$ cat config.mk
export PLATFORM = sky130hd
export DESIGN_NAME = pointwise_sched
export DESIGN_NICKNAME = d
export VERILOG_FILES = /design/src/rtl/pointwise_sched.sv
export SDC_FILE = /design/constraint.sdc
export NUM_CORES = 1
export LEC_CHECK = 0
export CAP_MARGIN = 20
export CORE_MARGIN = 2
export CORE_UTILIZATION = 50
export CTS_BUF_LIST = sky130_fd_sc_hd__clkbuf_16
export DETAILED_ROUTE_END_ITERATION = 10
export GPL_TIMING_DRIVEN = 0
export PLACE_DENSITY = 0.74
export SLEW_MARGIN = 5
export SYNTH_ARGS = -nofsm -noshare
export SYNTH_HDL_FRONTEND = slang
export SYNTH_SLANG_ARGS = --single-unit
$ cat constraint.sdc
create_clock -name clk -period 2.65 [get_ports clk]
set_clock_uncertainty 0.2 [all_clocks]
set_input_delay 0.265 -clock clk [delete_from_list [all_inputs] [get_ports clk]]
set_output_delay 0.265 -clock clk [all_outputs]
set_load 0.05 [all_outputs]
$ cat src/rtl/pointwise_sched.sv
// Pointwise (1x1) convolution tile scheduler: walks input/output channel tiles
// for each pixel and tracks the matching results through the compute pipe.
module pointwise_sched #(
   parameter int INCHANNEL_PARALLELISM  = 8,
   parameter int OUTCHANNEL_PARALLELISM = 8,
   parameter int PIPE_DEPTH             = 3
) (
   input  logic       clk,
   input  logic       rst_n,
   input  logic       start,
   input  logic [7:0] output_size,
   input  logic [7:0] input_channel,
   input  logic [7:0] output_channel,
   input  logic       pix_valid,
   output logic       pix_ack,
   output logic       issue,
   output logic [7:0] input_channel_sel,
   output logic [7:0] output_channel_sel,
   output logic       res_valid,
   output logic [7:0] res_ic_sel,
   output logic [7:0] res_oc_sel,
   output logic       res_first_ic,
   output logic       pixel_done,
   output logic [7:0] out_h,
   output logic [7:0] out_w,
   output logic       busy,
   output logic       done
);

   localparam logic [9:0] ICP_W        = 10'(INCHANNEL_PARALLELISM);
   localparam logic [9:0] OCP_W        = 10'(OUTCHANNEL_PARALLELISM);
   localparam logic [7:0] DRAIN_CYCLES = 8'(PIPE_DEPTH);

   typedef enum logic [1:0] {IDLE, WAIT_PIX, ISSUE, DRAIN} state_t;

   state_t      state_q, state_d;
   logic [7:0]  size_q, size_d;
   logic [7:0]  inCh_q, inCh_d;
   logic [7:0]  outCh_q, outCh_d;
   logic [15:0] totPixM1_q, totPixM1_d;
   logic [15:0] pixCnt_q, pixCnt_d;
   logic [7:0]  icSel_q, icSel_d;
   logic [7:0]  ocSel_q, ocSel_d;
   logic [7:0]  outH_q, outH_d;
   logic [7:0]  outW_q, outW_d;
   logic [7:0]  drainCnt_q, drainCnt_d;

   logic [PIPE_DEPTH-1:0]      pipeValid_q, pipeLast_q;
   logic [PIPE_DEPTH-1:0][7:0] pipeIc_q, pipeOc_q;

   logic lastIc, lastOc, lastPix, pipeBusy;

   // A zero channel count still satisfies the compare on the first tile, so it behaves as one tile.
   assign lastIc   = ({2'b00, icSel_q} + ICP_W) >= {2'b00, inCh_q};
   assign lastOc   = ({2'b00, ocSel_q} + OCP_W) >= {2'b00, outCh_q};
   assign lastPix  = (pixCnt_q == totPixM1_q);
   assign pipeBusy = |pipeValid_q;

   assign input_channel_sel  = icSel_q;
   assign output_channel_sel = ocSel_q;
   assign res_valid          = pipeValid_q[PIPE_DEPTH-1];
   assign res_ic_sel         = pipeIc_q[PIPE_DEPTH-1];
   assign res_oc_sel         = pipeOc_q[PIPE_DEPTH-1];
   assign res_first_ic       = res_valid && (res_ic_sel == 8'd0);
   assign pixel_done         = res_valid && pipeLast_q[PIPE_DEPTH-1];
   assign out_h              = outH_q;
   assign out_w              = outW_q;
   assign busy               = (state_q != IDLE);

   always_comb begin
      state_d    = state_q;
      size_d     = size_q;
      inCh_d     = inCh_q;
      outCh_d    = outCh_q;
      totPixM1_d = totPixM1_q;
      pixCnt_d   = pixCnt_q;
      icSel_d    = icSel_q;
      ocSel_d    = ocSel_q;
      outH_d     = outH_q;
      outW_d     = outW_q;
      drainCnt_d = drainCnt_q;
      issue      = 1'b0;
      pix_ack    = 1'b0;
      done       = 1'b0;

      if (pixel_done) begin
         if (outW_q == size_q - 8'd1) begin
            outW_d = 8'd0;
            outH_d = (outH_q == size_q - 8'd1) ? 8'd0 : outH_q + 8'd1;
         end else begin
            outW_d = outW_q + 8'd1;
         end
      end

      case (state_q)
         IDLE: begin
            if (start) begin
               size_d     = output_size;
               inCh_d     = input_channel;
               outCh_d    = output_channel;
               totPixM1_d = 16'(output_size) * 16'(output_size) - 16'd1;
               pixCnt_d   = 16'd0;
               icSel_d    = 8'd0;
               ocSel_d    = 8'd0;
               outH_d     = 8'd0;
               outW_d     = 8'd0;
               drainCnt_d = 8'd0;
               state_d    = (output_size == 8'd0) ? DRAIN : WAIT_PIX;
            end
         end
         WAIT_PIX: begin
            if (pix_valid) state_d = ISSUE;
         end
         ISSUE: begin
            issue = 1'b1;
            if (lastIc) begin
               icSel_d = 8'd0;
               if (lastOc) begin
                  ocSel_d    = 8'd0;
                  pix_ack    = 1'b1;
                  pixCnt_d   = pixCnt_q + 16'd1;
                  drainCnt_d = 8'd0;
                  state_d    = lastPix ? DRAIN : WAIT_PIX;
               end else begin
                  ocSel_d = ocSel_q + OCP_W[7:0];
               end
            end else begin
               icSel_d = icSel_q + ICP_W[7:0];
            end
         end
         DRAIN: begin
            if (drainCnt_q >= DRAIN_CYCLES && !pipeBusy) begin
               done    = 1'b1;
               state_d = IDLE;
            end else if (drainCnt_q < DRAIN_CYCLES) begin
               drainCnt_d = drainCnt_q + 8'd1;
            end
         end
         default: state_d = IDLE;
      endcase
   end

   always_ff @(posedge clk or negedge rst_n) begin
      if (!rst_n) begin
         state_q    <= IDLE;
         size_q     <= 8'd0;
         inCh_q     <= 8'd0;
         outCh_q    <= 8'd0;
         totPixM1_q <= 16'd0;
         pixCnt_q   <= 16'd0;
         icSel_q    <= 8'd0;
         ocSel_q    <= 8'd0;
         outH_q     <= 8'd0;
         outW_q     <= 8'd0;
         drainCnt_q <= 8'd0;
      end else begin
         state_q    <= state_d;
         size_q     <= size_d;
         inCh_q     <= inCh_d;
         outCh_q    <= outCh_d;
         totPixM1_q <= totPixM1_d;
         pixCnt_q   <= pixCnt_d;
         icSel_q    <= icSel_d;
         ocSel_q    <= ocSel_d;
         outH_q     <= outH_d;
         outW_q     <= outW_d;
         drainCnt_q <= drainCnt_d;
      end
   end

   // Result pipe mirrors the compute engine latency; idle slots carry zero selects.
   always_ff @(posedge clk or negedge rst_n) begin
      if (!rst_n) begin
         pipeValid_q <= '0;
         pipeLast_q  <= '0;
         pipeIc_q    <= '0;
         pipeOc_q    <= '0;
      end else begin
         pipeValid_q[0] <= issue;
         pipeLast_q[0]  <= issue && lastIc && lastOc;
         pipeIc_q[0]    <= issue ? icSel_q : 8'd0;
         pipeOc_q[0]    <= issue ? ocSel_q : 8'd0;
         for (int i = 1; i < PIPE_DEPTH; i++) begin
            pipeValid_q[i] <= pipeValid_q[i-1];
            pipeLast_q[i]  <= pipeLast_q[i-1];
            pipeIc_q[i]    <= pipeIc_q[i-1];
            pipeOc_q[i]    <= pipeOc_q[i-1];
         end
      end
   end

endmodule

# Word level (Yosys, flattened, before mapping)
# Cells that the tools add are included.
[word_totals]
reg_bits = 152
output_inout_bits = 55
[classes]
addsub = 10
mux = 40
mul = 1
n_lt_le_gt_ge = 4
eq_ne = 13
reduce_logical = 19
[ops]
columns = ["op", "n"]
rows = [
  ["$mux 8", 19],
  ["$mux 16", 3],
  ["$pmux 16 s2", 1],
  ["$pmux 8 s2", 2],
  ["$add 8x1->8 const B", 3],
  ["$pmux 8 s3", 1],
  ["$add 8x4->9 const B", 2],
  ["$ge 9x8->1", 2],
  ["$add 16x1->16 const B", 1],
  ["$add 8x4->8 const B", 2],
  ["$eq 16x16->1", 1],
  ["$eq 8x8->1", 2],
  ["$logic_not 8->1", 2],
  ["$mul 8x8->16", 1],
  ["$sub 16x1->16 const B", 1],
  ["$mux 2", 7],
  ["$ne 2x2->1 const B", 7],
  ["$ge 8x2->1 const B", 1],
  ["$lt 8x2->1 const B", 1],
  ["$pmux 2 s4", 1],
  ["$sub 8x1->8 const B", 1],
  ["$mux 1", 6],
  ["$reduce_and 6->1", 1],
  ["$logic_and 1x1->1", 5],
  ["other kinds (11)", 14],
]

# Longest topological paths before layout
[logic_depth]
ltp_word = 7
mapped_depth = 17
depth_no_buf = 16

# Worst setup path before layout
# Ideal clock, no wire load.
[synth_timing]
kind = "input to register"
start = "input output_size[0]"
end = "register totPixM1_q[14]"
n_path_buf = 1
t_arrival_ns = 4.324
setup_time_ns = 0.069
path_stages = 16
slack_ns = -1.943
path_cell_list = "clkbuf_1 -> nand2_1 -> inv_1 -> fa_1 -> fa_1 -> fa_1 -> inv_1 -> fa_1 -> inv_1 -> ha_1 -> o21ai_0 -> or2_2 -> a211oi_1 -> nor3_1 -> or4_1 -> nand3_1"
[synth_between]
elab_chain_cells = 2
[synth_rtl]
columns = ["element", "line", "text"]
rows = [
  ["from (decl)", "11", "input logic [7:0] output_size,"],
  ["$mul 8x8->16", "101", "totPixM1_d = 16'(output_size) * 16'(output_size) - 16'd1;"],
  ["$sub 16x1->16", "101", ""],
  ["to (signal assigned)", "161", "totPixM1_q <= totPixM1_d;"],
  ["to (decl)", "40", "logic [15:0] totPixM1_q, totPixM1_d;"],
]
# No other way between the ends.
# A chain may end at the register's enable or synchronous reset.

# Worst setup path in the final report
[layout_timing]
start = "input output_size[7]"
end = "register totPixM1_q[13]"
# The elaborated chain is that of the path after synthesis.

==> metrics.md <==
| Metric | Value |
|---|---|
| Outcome | finished, violations left |
| Failing checks | negative setup slack |
| P&R area growth vs syn | 41.23% |
| Synth Register Bits | ~130 |
| Share of flip-flops with an asynchronous set or reset | 100.0% |
| Ports | between 80 and 90 |
| Iter 0 DRT Violations | 402 |
| Top cells by count, synth | dfrtp_1, nand2_1, inv_1 |
| Kind of critical path | primary input to register |
| Worst path cell trace | buf_8 -> clkbuf_16 -> buf_4 -> and2_4 -> ha_4 -> inv_1 -> fa_1 -> inv_1 -> fa_1 -> fa_1 -> inv_1 -> ha_4 -> nand3_2 -> a21o_1 -> a32oi_2 -> buf_4 -> a21o_1 -> a211oi_2 -> o31ai_1 |
| Antenna-violating nets left | 0 |
| Slowest-stage cell, CP | fa_1 |
| Hold_ws | roughly 0.1 ns |
| CTS Buf Count | 17 |
| Setup violators final | between 40 and 50 |
| Layout cells sized above 1 | roughly a third |
| First-pass GRT wire length | between 30000 and 40000 um |
| CTS tree | built |
| Count of flip-flops with a built-in enable after synthesis | 0 |
| Sink Count | 127 |
| Top Family by Delay on Critical Path | adder cells |
| Fmax | approximately 0.25 GHz |
| Dpl ws | -2.461 ns |
| Number of remaining DRC errors | 0 |
| Synth top area cells | dfrtp_1, fa_1, ha_1 |
| Grt ovf | 0 |
| Initial antenna violation count | 0 |
| Port Buf Inserts | between 60 and 70 |
| Worst-Skew Late Latency | 0.43 ns |
| Die Wd | around 130 um |
| Mapped Area | 0.008054 sq mm |
| Yosys top cell by area | dfrtp_1 |
| Largest net degree at the start of global routing | 68 |
| Final Hold Viols | 0 |
| Crit. End Element | register |
| Worst Path Arrival | ~4.2 ns |
| Post-synthesis cell type count | just over 60 |
| Synth warn | 0 |
| Largest fanout on the critical path | 4 |
| Cell area power density | roughly 1000 mW/mm^2 |
| CP bufs+invs | 7 |
| Root buffer cell | clkbuf_16 |
| Max-slew violation count | 0 |
| Clock-pin slew on the worst setup and hold paths | approximately 0.06 ns |
| FILL cells | ~1100 |
| RSZ-0062 raised after global routing | yes |
| Max incr delay on CP | about 0.54 ns |
| Rows | 46 |
| Die ar. | between 0.015 and 0.02 sq mm |
| Drt pass-1 iters | 5 |
| Die height | about 130 um |
| Fin worst setup slack | -1.371 ns |
| Hold Crit Class | primary input to register |
| Vias/cell | approximately 5.5 |
| Max_slew headroom | around 47% |
| Worst setup SP type | primary input |
| H-tree levels | 4 |
| Number of global-route vias before repair | slightly below 7000 |
| Final GP Congestion | between 0.8 and 0.9 |
| CTS max path bufs | 2 |
| Share of the synthesized area in the top cell type | roughly two fifths |
| Core area | ~0.016 sq mm |
| Measured slew at the worst slew-check pin | about 0.8 ns |
| Drt total wl | 21860 um |
| Dominant synthesized flop cell | dfrtp_1 |
| WL per Instance | between 15 and 20 um |
| Max-cap violations | 0 |
| Initial core utilization | approximately half |
| Period utilisation layout | 151.7% |
| Count leader, synth | dfrtp_1 |
| Syn_area_per_cell | between 9 and 10 sq um |
| Required time worst endpoint | 2.78 ns |
| Final net count | 1139 |
| Vias | between 6000 and 7000 |
| Worst IR Drop VDD | 550.4 uV |
| Detailed placer's ending HPWL | 13920 um |
| Fin crit period | between 4 and 5 ns |
| Static Leakage | 5.361 nW |
| Post-synthesis sequential area ratio | 39.46% |
| Gr usage total | between 20% and 30% |
| Synth Instances | between 800 and 900 |
| Antenna cell count | 0 |
==> layout make-up <==
type / count / area, sq um / share of cell area [%]
inverter: 87 / 334.1 / 2.937
tap: 216 / 270.3 / 2.376
sequential: 127 / 3194 / 28.08
buffer: 55 / 501.7 / 4.411
timing repair buffer: 153 / 1468 / 12.90
clock inverter: 15 / 133.9 / 1.177
clock buffer: 17 / 425.4 / 3.740
multi-input combinational: 591 / 5047 / 44.37
==> worst min-delay path, cell delays in order <==
cell and delay [ns]:
buf_6 0.08, nor2_1 0.07, mux2_2 0.26
==> per-stage QoR <==
step / util [%] / instance area [sq um] / TNS (ns) / instances / power, mW
after floorplan: - / 8449 / -14.16 / 864 / 6.403
after global placement: 59.45 / 9410 / -544.94 / 1149 / 7.538
after detailed placement: 59.67 / 9444 / -43.95 / 1150 / 7.666
after CTS: 68.74 / 10880 / -17.65 / 1237 / 10.88
after global routing: 71.87 / 11370 / -20.21 / 1261 / 12.34
final: 71.87 / 11370 / -16.50 / 1261 / 11.61
==> flip-flops by register name, summed over array words and instances (netlist names) <==
name	flops
state_q	2
pipeValid_q	3
out_w	8
inCh_q	8
res_oc_sel	5
out_h	8
pipeLast_q	3
totPixM1_q	15
res_ic_sel	5
size_q	8
pixCnt_q	16
pipeOc_q	10
output_channel_sel	5
pipeIc_q	10
input_channel_sel	5
drainCnt_q	8
outCh_q	8
==> where the power goes <==
group | switching, mW | total, mW | internal (mW)
combinational | 3.51 | 6.55 | 3.04
clock | 0.916 | 2.21 | 1.30
sequential | 0.439 | 2.85 | 2.41
total | 4.86 | 11.6 | 6.75
==> cells in the final DEF, fill, tap and decap left out, types with 12 or more instances in the layout <==
cell	instances
nand2_1	98
nor2_1	30
dfrtp_2	13
ha_1	34
clkbuf_1	13
clkdlybuf4s50_1	56
o21ai_0	27
nand3_1	18
xor2_1	25
and2_1	23
ha_4	12
a21oi_1	17
fa_1	29
dfrtp_1	114
nand4_1	12
inv_2	12
buf_4	81
inv_1	73
xnor2_1	27
buf_6	25
conb_1	12
clkbuf_16	22
==> timing repair <==
| action | CTS | global route |
|---|---|---|
| hold buffers | 1 | 0 |
| gates cloned | 4 | 0 |
| endpoints found under the setup margin | 76 | 76 |
| pin swaps | 76 | 60 |
| hold endpoints to repair | 66 | 0 |
| buffers inserted | 53 | 34 |
| resized for setup | 157 | 101 |
==> final timing paths <==
kind,end,slack (ns),cells after the start,start
max,totPixM1_q[13],-1.37,19,output_size[7]
max in group asynchronous,size_q[0],1.27,3,rst_n
min,totPixM1_q[2],0.1,3,output_size[1]
max reg2reg,pixCnt_q[15],-0.27,11,input_channel_sel[3]
min in group asynchronous,inCh_q[0],0.24,2,rst_n
min reg2reg,res_oc_sel[3],0.14,0,pipeOc_q[11]
==> metal layers <==
metal | routed length (um) | up-vias | global-route usage [%]
met1 | 9013 | 3433 | 32.82
met5 | 0 | - | 0
met3 | 790 | 55 | 3.950
met4 | 655 | 0 | 11.14
met2 | 11400 | 197 | 45.99
li1 | - | 3200 | -
==> cells by family (layout without fill, tap and decap cells) <==
| logic type | Yosys count | count (layout) | share of synthesized area [%] |
|---|---|---|---|
| fa+ha+maj | 79 | 79 | 15.16 |
| buf+inv | 146 | 327 | 8.109 |
| simple gates | 296 | 296 | 18.61 |
| compound gates | 138 | 138 | 11.14 |
| xor+xnor | 62 | 62 | 6.929 |
| mux | 4 | 4 | 0.5437 |
| other cells | 1 | 12 | 0.04656 |
| flops | 127 | 127 | 39.46 |
Power figures use the tool's default switching activity.
